### src/rtl/fifo_pkg.sv
// Shared async-FIFO definitions: default geometry, read-side flag bundle,
// and Gray/binary pointer conversion used by both clock domains.
package fifo_pkg;

  localparam int FIFO_ADDR_WIDTH = 4;
  localparam int FIFO_AE_THRESH  = 2;

  // Conversions work on a 32-bit container so any pointer width
  // up to 32 bits can use them after zero-extension and a slice.
  localparam int PTR_MAX = 32;

  typedef logic [PTR_MAX-1:0] ptr_max_t;

  typedef struct packed {
    logic empty;
    logic almost_empty;
    logic valid;
    logic underflow;
  } rd_flags_t;

  localparam rd_flags_t RD_FLAGS_RST = '{
    empty:        1'b1,
    almost_empty: 1'b1,
    valid:        1'b0,
    underflow:    1'b0
  };

  function automatic ptr_max_t bin2gray(
    input ptr_max_t b
  );
    return b ^ (b >> 1);
  endfunction

  // Zero-extended Gray codes convert correctly:
  // leading zeros stay zero through the prefix XOR.
  function automatic ptr_max_t gray2bin(
    input ptr_max_t g
  );
    ptr_max_t b;
    b = '0;
    b[PTR_MAX-1] = g[PTR_MAX-1];
    for (int i = PTR_MAX - 2; i >= 0; i--) begin
      b[i] = b[i+1] ^ g[i];
    end
    return b;
  endfunction

endpackage

### src/rtl/fifo_rd_ctrl_sync.sv
// Two-flop synchronizer for a multi-bit Gray-coded pointer.
// Ports: clk, rst (async, active-high), d (async input), q (synchronized).
module sync_2ff #(
  parameter int WIDTH = 1
) (
  input  logic             clk,
  input  logic             rst,
  input  logic [WIDTH-1:0] d,
  output logic [WIDTH-1:0] q
);

  logic [WIDTH-1:0] wq1;

  always_ff @(posedge clk or posedge rst) begin
    if (rst) begin
      wq1 <= '0;
      q   <= '0;
    end else begin
      wq1 <= d;
      q   <= wq1;
    end
  end

endmodule

### src/rtl/fifo_rd_ctrl.sv
// Read-side controller of an async FIFO: read pointer, memory read port
// control, Gray pointer export and empty/almost-empty/occupancy status.
// Ports: rd_clk, rd_rst (async, active-high), rd_req (pop request),
//   wr_ptr_gray (async write pointer), rd_en/rd_addr (memory read port),
//   rd_ptr_gray (to write domain), rd_valid (read data valid),
//   empty, almost_empty, rd_count (occupancy), rd_underflow (reject).
module fifo_rd_ctrl
  import fifo_pkg::*;
#(
  parameter int ADDR_WIDTH = FIFO_ADDR_WIDTH,
  parameter int AE_THRESH  = FIFO_AE_THRESH
) (
  input  logic                  rd_clk,
  input  logic                  rd_rst,
  input  logic                  rd_req,
  input  logic [ADDR_WIDTH:0]   wr_ptr_gray,
  output logic                  rd_en,
  output logic [ADDR_WIDTH-1:0] rd_addr,
  output logic [ADDR_WIDTH:0]   rd_ptr_gray,
  output logic                  rd_valid,
  output logic                  empty,
  output logic                  almost_empty,
  output logic [ADDR_WIDTH:0]   rd_count,
  output logic                  rd_underflow
);

  localparam int PW = ADDR_WIDTH + 1;

  localparam logic [PW-1:0] AE_LVL = PW'(AE_THRESH);

  logic [PW-1:0] wq2;
  logic [PW-1:0] wr_bin;
  logic [PW-1:0] rd_bin;
  logic [PW-1:0] rd_bin_next;
  logic [PW-1:0] rd_gray_next;
  logic [PW-1:0] ae_level;

  rd_flags_t flags;

  sync_2ff #(
    .WIDTH (PW)
  ) u_wptr_sync (
    .clk (rd_clk),
    .rst (rd_rst),
    .d   (wr_ptr_gray),
    .q   (wq2)
  );

  assign wr_bin = PW'(gray2bin(ptr_max_t'(wq2)));

  // Reset gating keeps the port quiet while rd_rst is high, even in the
  // same delta the async clear of the flag register takes effect.
  assign rd_en = rd_req & ~flags.empty & ~rd_rst;

  assign rd_bin_next  = rd_bin + PW'(rd_en);
  assign rd_gray_next = PW'(bin2gray(ptr_max_t'(rd_bin_next)));

  // Occupancy after this cycle's pop, against the write pointer already
  // synchronized; a wq2 arriving on the same edge is seen next cycle.
  assign ae_level = wr_bin - rd_bin_next;

  assign rd_addr  = rd_bin[ADDR_WIDTH-1:0];
  assign rd_count = rd_rst ? '0 : wr_bin - rd_bin;

  always_ff @(posedge rd_clk or posedge rd_rst) begin
    if (rd_rst) begin
      rd_bin      <= '0;
      rd_ptr_gray <= '0;
      flags       <= RD_FLAGS_RST;
    end else begin
      rd_bin             <= rd_bin_next;
      rd_ptr_gray        <= rd_gray_next;
      flags.empty        <= (rd_gray_next == wq2);
      flags.almost_empty <= (ae_level <= AE_LVL);
      flags.valid        <= rd_en;
      flags.underflow    <= rd_req & flags.empty;
    end
  end

  assign empty        = flags.empty;
  assign almost_empty = flags.almost_empty;
  assign rd_valid     = flags.valid;
  assign rd_underflow = flags.underflow;

endmodule

### config.mk
export PLATFORM = sky130hd
export DESIGN_NAME = fifo_rd_ctrl
export DESIGN_NICKNAME = d
export VERILOG_FILES = /design/src/rtl/fifo_pkg.sv /design/src/rtl/fifo_rd_ctrl_sync.sv /design/src/rtl/fifo_rd_ctrl.sv
export SDC_FILE = /design/constraint.sdc
export NUM_CORES = 1
export LEC_CHECK = 0
export ABC_AREA = 1
export CORE_ASPECT_RATIO = 1.75
export CORE_MARGIN = 2
export CORE_UTILIZATION = 30
export DETAILED_ROUTE_END_ITERATION = 12
export GPL_ROUTABILITY_DRIVEN = 0
export GPL_TIMING_DRIVEN = 0
export SKIP_CTS_REPAIR_TIMING = 1
export SLEW_MARGIN = 15
export SYNTH_ARGS = -nofsm -noshare
export SYNTH_HDL_FRONTEND = slang
export SYNTH_SLANG_ARGS = --single-unit
### constraint.sdc
create_clock -name rd_clk -period 2.6 [get_ports rd_clk]
set_clock_uncertainty 0.1 [all_clocks]
set_input_delay 0.52 -clock rd_clk [delete_from_list [all_inputs] [get_ports rd_clk]]
set_output_delay 0.52 -clock rd_clk [all_outputs]
set_load 0.05 [all_outputs]
==> results of run 1 <==
[cells in the mapped netlist]
| cell | instances |
|---|---|
| a211oi_1 | 1 |
| a21oi_1 | 5 |
| buf_4 | 1 |
| dfrtp_1 | 21 |
| dfstp_2 | 2 |
| fa_1 | 2 |
| ha_1 | 10 |
| inv_1 | 18 |
| inv_2 | 1 |
| nand2_1 | 47 |
| nand2_2 | 4 |
| nand3_1 | 8 |
| nand4_1 | 4 |
| nor2_1 | 10 |
| o21ai_0 | 3 |
| o21bai_1 | 1 |
| or2b_1 | 1 |
| xnor2_1 | 6 |
| xor2_1 | 2 |
| xor2_2 | 1 |
[path summary, 6_finish.rpt]
kind,end,slack [ns],cells after the start
max,rd_count[4],-0.81,15
min,u_wptr_sync.q[3],0.25,0
max reg2reg,almost_empty,0.02,13
min reg2reg,u_wptr_sync.q[3],0.25,0
max in group asynchronous,empty,1.67,2
min in group asynchronous,u_wptr_sync.wq1[0],0.32,3
[metal layers]
layer  up-vias  GRT usage [%]  wire length, um
met5         -              0                0
met4         0          7.906              199
met1       553          13.93             1098
met2        37          22.12             1700
met3        18          1.495               92
li1        557              -                -
[per-stage QoR]
step / TNS [ns] / instance area (sq um) / hold slack [ns] / worst slack (ns)
final: -2.580 / 2004 / 0.2535 / -0.8052
after global routing: -3.143 / 2004 / 0.2601 / -0.9142
after CTS: -10.04 / 1739 / 0.2556 / -1.370
after detailed placement: -11.26 / 1693 / 0.2364 / -1.290
after global placement: -10.26 / 1693 / 0.2324 / -1.192
after floorplan: -1.120 / 1371 / 0.2312 / -0.2883
[cell usage in the layout (no fill, tap or decap), types with 4 or more instances in the layout]
master           instances
ha_4                     6
nor2_1                   5
clkdlybuf4s50_1         19
buf_4                   15
dfrtp_1                 20
nand3_1                  6
xnor2_1                  5
nor2_4                   4
ha_1                     4
inv_1                   15
nand2_2                  5
nand4_1                  4
nand2_4                  4
nand2_1                 42
[cell type report]
type | instances | area share (%)
inverters | 19 | 3.745
flip-flops and latches | 23 | 28.90
repair buffers | 40 | 18.79
clock inverters | 1 | 0.2497
well taps | 49 | 3.059
clock buffers | 3 | 2.060
repair inverters | 1 | 0.2497
multi-input cells | 105 | 42.57
plain buffers | 1 | 0.3745
[logic make-up after synthesis]
family / Yosys count / share of synthesized area [%]
AO/OA/AOI/OAI: 10 / 4.318
XOR/XNOR: 9 / 6.772
flip-flops: 23 / 45.34
adder cells (fa/ha/maj): 12 / 12.95
AND/OR/NAND/NOR: 74 / 24.44
buffers and inverters: 20 / 6.182
[flip-flops by register name (all words and copies together), names as in the netlist]
register	cells
almost_empty	1
u_wptr_sync.q	5
rd_ptr_gray	4
rd_valid	1
empty	1
rd_bin	5
rd_underflow	1
u_wptr_sync.wq1	5
[worst max-delay path, stage by stage (launching register included)]
cell      delay, ns
dfrtp_2        0.46
xor2_4         0.20
or2b_1         0.28
nand2_2        0.11
nand2_4        0.06
nand2_4        0.08
nand2_4        0.05
nand2_4        0.07
ha_4           0.13
inv_2          0.04
fa_2           0.34
a21oi_2        0.17
o21bai_2       0.12
o21ai_2        0.19
a21oi_4        0.04
buf_6          0.17
[report_power, final]
group | leakage (uW) | switching, uW | internal (uW)
Combinational | 0.000650 | 1150 | 752
Sequential | 0.000273 | 87.3 | 454
Clock | 0.0000255 | 115 | 107
Total | 0.000949 | 1350 | 1310
==> results.sh, run 1 <==
export IMPL_powerDensity_nw_per_um2=1330
export IMPL_layout_drive_gt1_share_pct=35.75
export IMPL_hpwl_um=2096
export IMPL_setup_ws_ns=-0.8052
export IMPL_n_antenna_cell=0
export IMPL_core_sq_um=4111
export IMPL_drt_wl_total_um=3091
export IMPL_grt_use_total_pct=12.81
export IMPL_drtIter0Drc=46
export IMPL_reg2reg_from="u_wptr_sync.q[4]"
export IMPL_antenna_found_initial=0
export IMPL_path_max_fanout=4
export IMPL_yosysSeqAreaShare_pct=45.34
export IMPL_clkTransAtPathRegs_ns=0.08
export IMPL_outcome="finished with violations"
export IMPL_cts_buffer_depth=2
export IMPL_firstDrtPassIters=4
export IMPL_die_h_um=90.24
export IMPL_dp_cells=223
export IMPL_synth_area_per_cell_sq_um=8.615
export IMPL_cp_arrival_ns=2.79
export IMPL_start_kind="flop"
export IMPL_violations="setup timing"
export IMPL_ys_ff_latch=23
export IMPL_cts_root_buf="clkbuf_8"
export IMPL_grt_overflow=0
export IMPL_vdd_drop_max_v=0.0006690
export IMPL_syn_inst=148
export IMPL_max_freq_mhz=293.7
export IMPL_yosys_warnings=0
export IMPL_fin_total_pwr_uw=2665
export IMPL_die_x_um=53.28
export IMPL_io_buffer_count=26
export IMPL_row_count=31
export IMPL_drv_slew=0
export IMPL_cts_sinks=23
export IMPL_nFillCells=406
export IMPL_cp_startpoint="u_wptr_sync.q[4]"
export IMPL_clock_latency_ns=0.26
export IMPL_rsz0062_at_grt="yes"
export IMPL_syn_nets=168
export IMPL_max_slew_margin_rel_pct=55.45
export IMPL_area_growth_pct=57.21
export IMPL_viasPerCell=4.814
export IMPL_start_util_pct=31.01
export IMPL_total_leakage_power_uw=0.0009490
export IMPL_final_nets=214
export IMPL_finalSetupViolCount=5
export IMPL_fin_crit_ns=3.405
export IMPL_fin_util_pct=48.75
export IMPL_crit_type="reg -> out"
export IMPL_grt_max_degree=27
export IMPL_min_path_type="reg -> reg"
export IMPL_cts_buffers=3
export IMPL_cp_end_kind="output port"
export IMPL_fp_dieArea_sq_um=4808
export IMPL_grt_pass1_vias=1152
export IMPL_drc=0
export IMPL_grt_pass1_wl_um=4692
export IMPL_synth_largest_area_cell="dfrtp_1"
export IMPL_finalNonFillerCells=242
export IMPL_yosys_cell_types_count=20
export IMPL_multi_input_area_sq_um=853.3
export IMPL_htreeDepth=1
export IMPL_io_pins=27
export IMPL_vias=1165
export IMPL_required_ns=1.98
export IMPL_max_cap_violations=0
export IMPL_cts_tree="built"
export IMPL_regArea_sq_um=579.3
export IMPL_fin_crit_sh_pct=131.0
export IMPL_ys_top_cells_by_area="dfrtp_1 (41%), nand2_1 (14%), ha_1 (9.8%), inv_1 (5.3%), dfstp_2 (4.1%)"
export IMPL_avgRoutedWirePerCell_um=12.77
export IMPL_antenna_left=0
export IMPL_tightest_slew_ns=0.6645
export IMPL_syn_area_sq_um=1275
export IMPL_finalHoldViolCount=0
export IMPL_hp_start="u_wptr_sync.wq1[3]"
export IMPL_synth_top_cell_area_share_pct=41.22
Power figures use the tool's default switching activity.
==> run 2, diff against run 1 <==
CORE_MARGIN = not set   (was 2)
MAX_ROUTING_LAYER = met4   (was not set)
==> run 2 against run 1 <==
Net effect:
- the run still ends with setup timing left
- combinational power about the same
- sequential share of layout area decreased by 0.39 points
- via count decreased by 4.3%
- clock-buffer cell count increased by 1
- first-iteration DRC count decreased by 67%
- fmax decreased by 0.13%
- flip-flop and latch count unchanged
- critical path type unchanged
- largest cell class unchanged
==> results.sh, run 2 (synthesized netlist as in run 1, its figures left out) <==
export IMPL_outcome="finished with violations"
export IMPL_violations="setup timing"
export IMPL_layout_commonest_cell="nand2_1"
export IMPL_max_freq_mhz=293.3
export IMPL_drtIter0Drc=15
export IMPL_r2r_slack_ns=0.08
export IMPL_vdd_drop_max_v=0.0006274
export IMPL_nFillCells=389
export IMPL_place_area_sq_um=1693
export IMPL_hpwl_um=2102
export IMPL_grt_overflow=0
export IMPL_crit_chain="xor2_4 > or2b_1 > nand2_2 > nand2_4 > nand2_4 > nand2_4 > nand2_4 > ha_4 > inv_2 > fa_2 > a21oi_4 > o21bai_4 > o21ai_2 > a21oi_4 > buf_6"
export IMPL_required_ns=1.98
export IMPL_io_pins=27
export IMPL_clock_latency_ns=0.27
export IMPL_finalHoldViolCount=0
export IMPL_total_leakage_power_uw=0.0009451
export IMPL_layout_drive_gt1_share_pct=35.42
export IMPL_max_cap_violations=0
export IMPL_cp_arrival_ns=2.79
export IMPL_postLayoutCellArea_sq_um=2032
export IMPL_grt_pass1_wl_um=4567
export IMPL_grt_pass1_vias=1040
export IMPL_crit_type="reg -> out"
export IMPL_antenna_left=0
export IMPL_cp_common_cell="nand2_4"
export IMPL_setup_ws_ns=-0.8098
export IMPL_io_buffer_count=26
export IMPL_drt_wl_total_um=3059
export IMPL_die_x_um=51.28
export IMPL_tightest_slew_ns=0.6486
export IMPL_min_path_type="reg -> reg"
export IMPL_cts_tree="built"
export IMPL_firstDrtPassIters=4
export IMPL_cts_buffer_depth=2
export IMPL_n_antenna_cell=0
export IMPL_antenna_found_initial=0
export IMPL_grt_use_total_pct=14.02
export IMPL_viasPerCell=4.627
export IMPL_slowest_delay_ns=0.45
export IMPL_mostFrequentLayoutCells="nand2_1 (43), dfrtp_1 (20), clkdlybuf4s50_1 (19)"
export IMPL_cp_end_kind="output port"
export IMPL_core_sq_um=4111
export IMPL_htreeDepth=1
export IMPL_final_nets=213
export IMPL_cts_buffers=3
export IMPL_cts_sinks=23
export IMPL_finalNonFillerCells=241
export IMPL_fin_crit_sh_pct=131.1
export IMPL_rsz0062_at_grt="yes"
export IMPL_fp_dieArea_sq_um=4525
export IMPL_dp_cells=223
export IMPL_powerDensity_nw_per_um2=1327
export IMPL_area_growth_pct=59.37
export IMPL_drv_slew=0
export IMPL_finalSetupViolCount=5
export IMPL_row_count=31
export IMPL_drc=0
export IMPL_clkTransAtPathRegs_ns=0.08
export IMPL_max_slew_margin_rel_pct=56.53
export IMPL_grt_max_degree=27
export IMPL_start_kind="flop"
export IMPL_start_util_pct=31.01
export IMPL_fin_crit_ns=3.410
export IMPL_path_max_fanout=4
export IMPL_vias=1115
export IMPL_top_regs="rd_bin x5, u_wptr_sync.q x5, u_wptr_sync.wq1 x5"
export IMPL_die_h_um=88.24
export IMPL_avgRoutedWirePerCell_um=12.69
export IMPL_cts_root_buf="clkbuf_8"
export IMPL_slowest_stage="dfrtp_2"
==> run 2: final timing paths <==
path                                      end  cells after the start               start
max                               rd_count[4]                     15    u_wptr_sync.q[4]
min in group asynchronous  u_wptr_sync.wq1[0]                      3              rd_rst
min reg2reg                  u_wptr_sync.q[2]                      0  u_wptr_sync.wq1[2]
max reg2reg                      almost_empty                     13    u_wptr_sync.q[4]
min                          u_wptr_sync.q[2]                      0  u_wptr_sync.wq1[2]
max in group asynchronous        almost_empty                      2              rd_rst
==> run 2: area by class of cell <==
cell class	count	area, sq um	area share [%]
Sequential cell	23	579.3	28.51
Tap cell	49	61.31	3.017
Multi-Input combinational cell	105	880.8	43.35
Clock buffer	4	45.04	2.217
Buffer	1	7.507	0.3695
Inverter	19	75.07	3.695
Timing Repair Buffer	39	377.9	18.60
Timing Repair inverter	1	5.005	0.2463
==> run 2: report_power, final <==
| group | total, uW | internal, uW | switching, uW |
|---|---|---|---|
| sequential | 541 | 454 | 87.4 |
| clock | 225 | 110 | 115 |
| combinational | 1930 | 767 | 1160 |
| total | 2700 | 1330 | 1370 |
==> run 2: worst max-delay path, delay by kind of cell (launching register included) <==
| family | cells | cell delay (ns) |
|---|---|---|
| xor gates and xnor gates | 1 | 0.20 |
| DFF | 1 | 0.45 |
| AOI/OAI and AO/OA | 4 | 0.50 |
| and+or+nand+nor | 6 | 0.66 |
| buffers and inverters | 2 | 0.21 |
| adders and majority gates | 2 | 0.50 |
==> run 2: layer usage <==
metal	GRT usage (%)	up-vias	wire length, um
li1	-	551	-
met1	14.98	531	1131
met2	24.28	25	1762
met3	1.546	8	80
met4	8.600	0	85
met5	-	-	0
==> run 2: metrics by stage <==
step	hold WS, ns	TNS (ns)	power [uW]	setup WS (ns)	util (%)
3_3_place_gp	0.2328	-10.38	2118	-1.200	41.17
6_report	0.2540	-2.521	2697	-0.8098	49.42
3_5_place_dp	0.2387	-11.53	2159	-1.307	41.17
4_1_cts	0.2577	-10.18	2396	-1.391	42.27
5_1_grt	0.2664	-3.103	2898	-0.9402	49.42
2_1_floorplan	0.2312	-1.120	1738	-0.2883	-
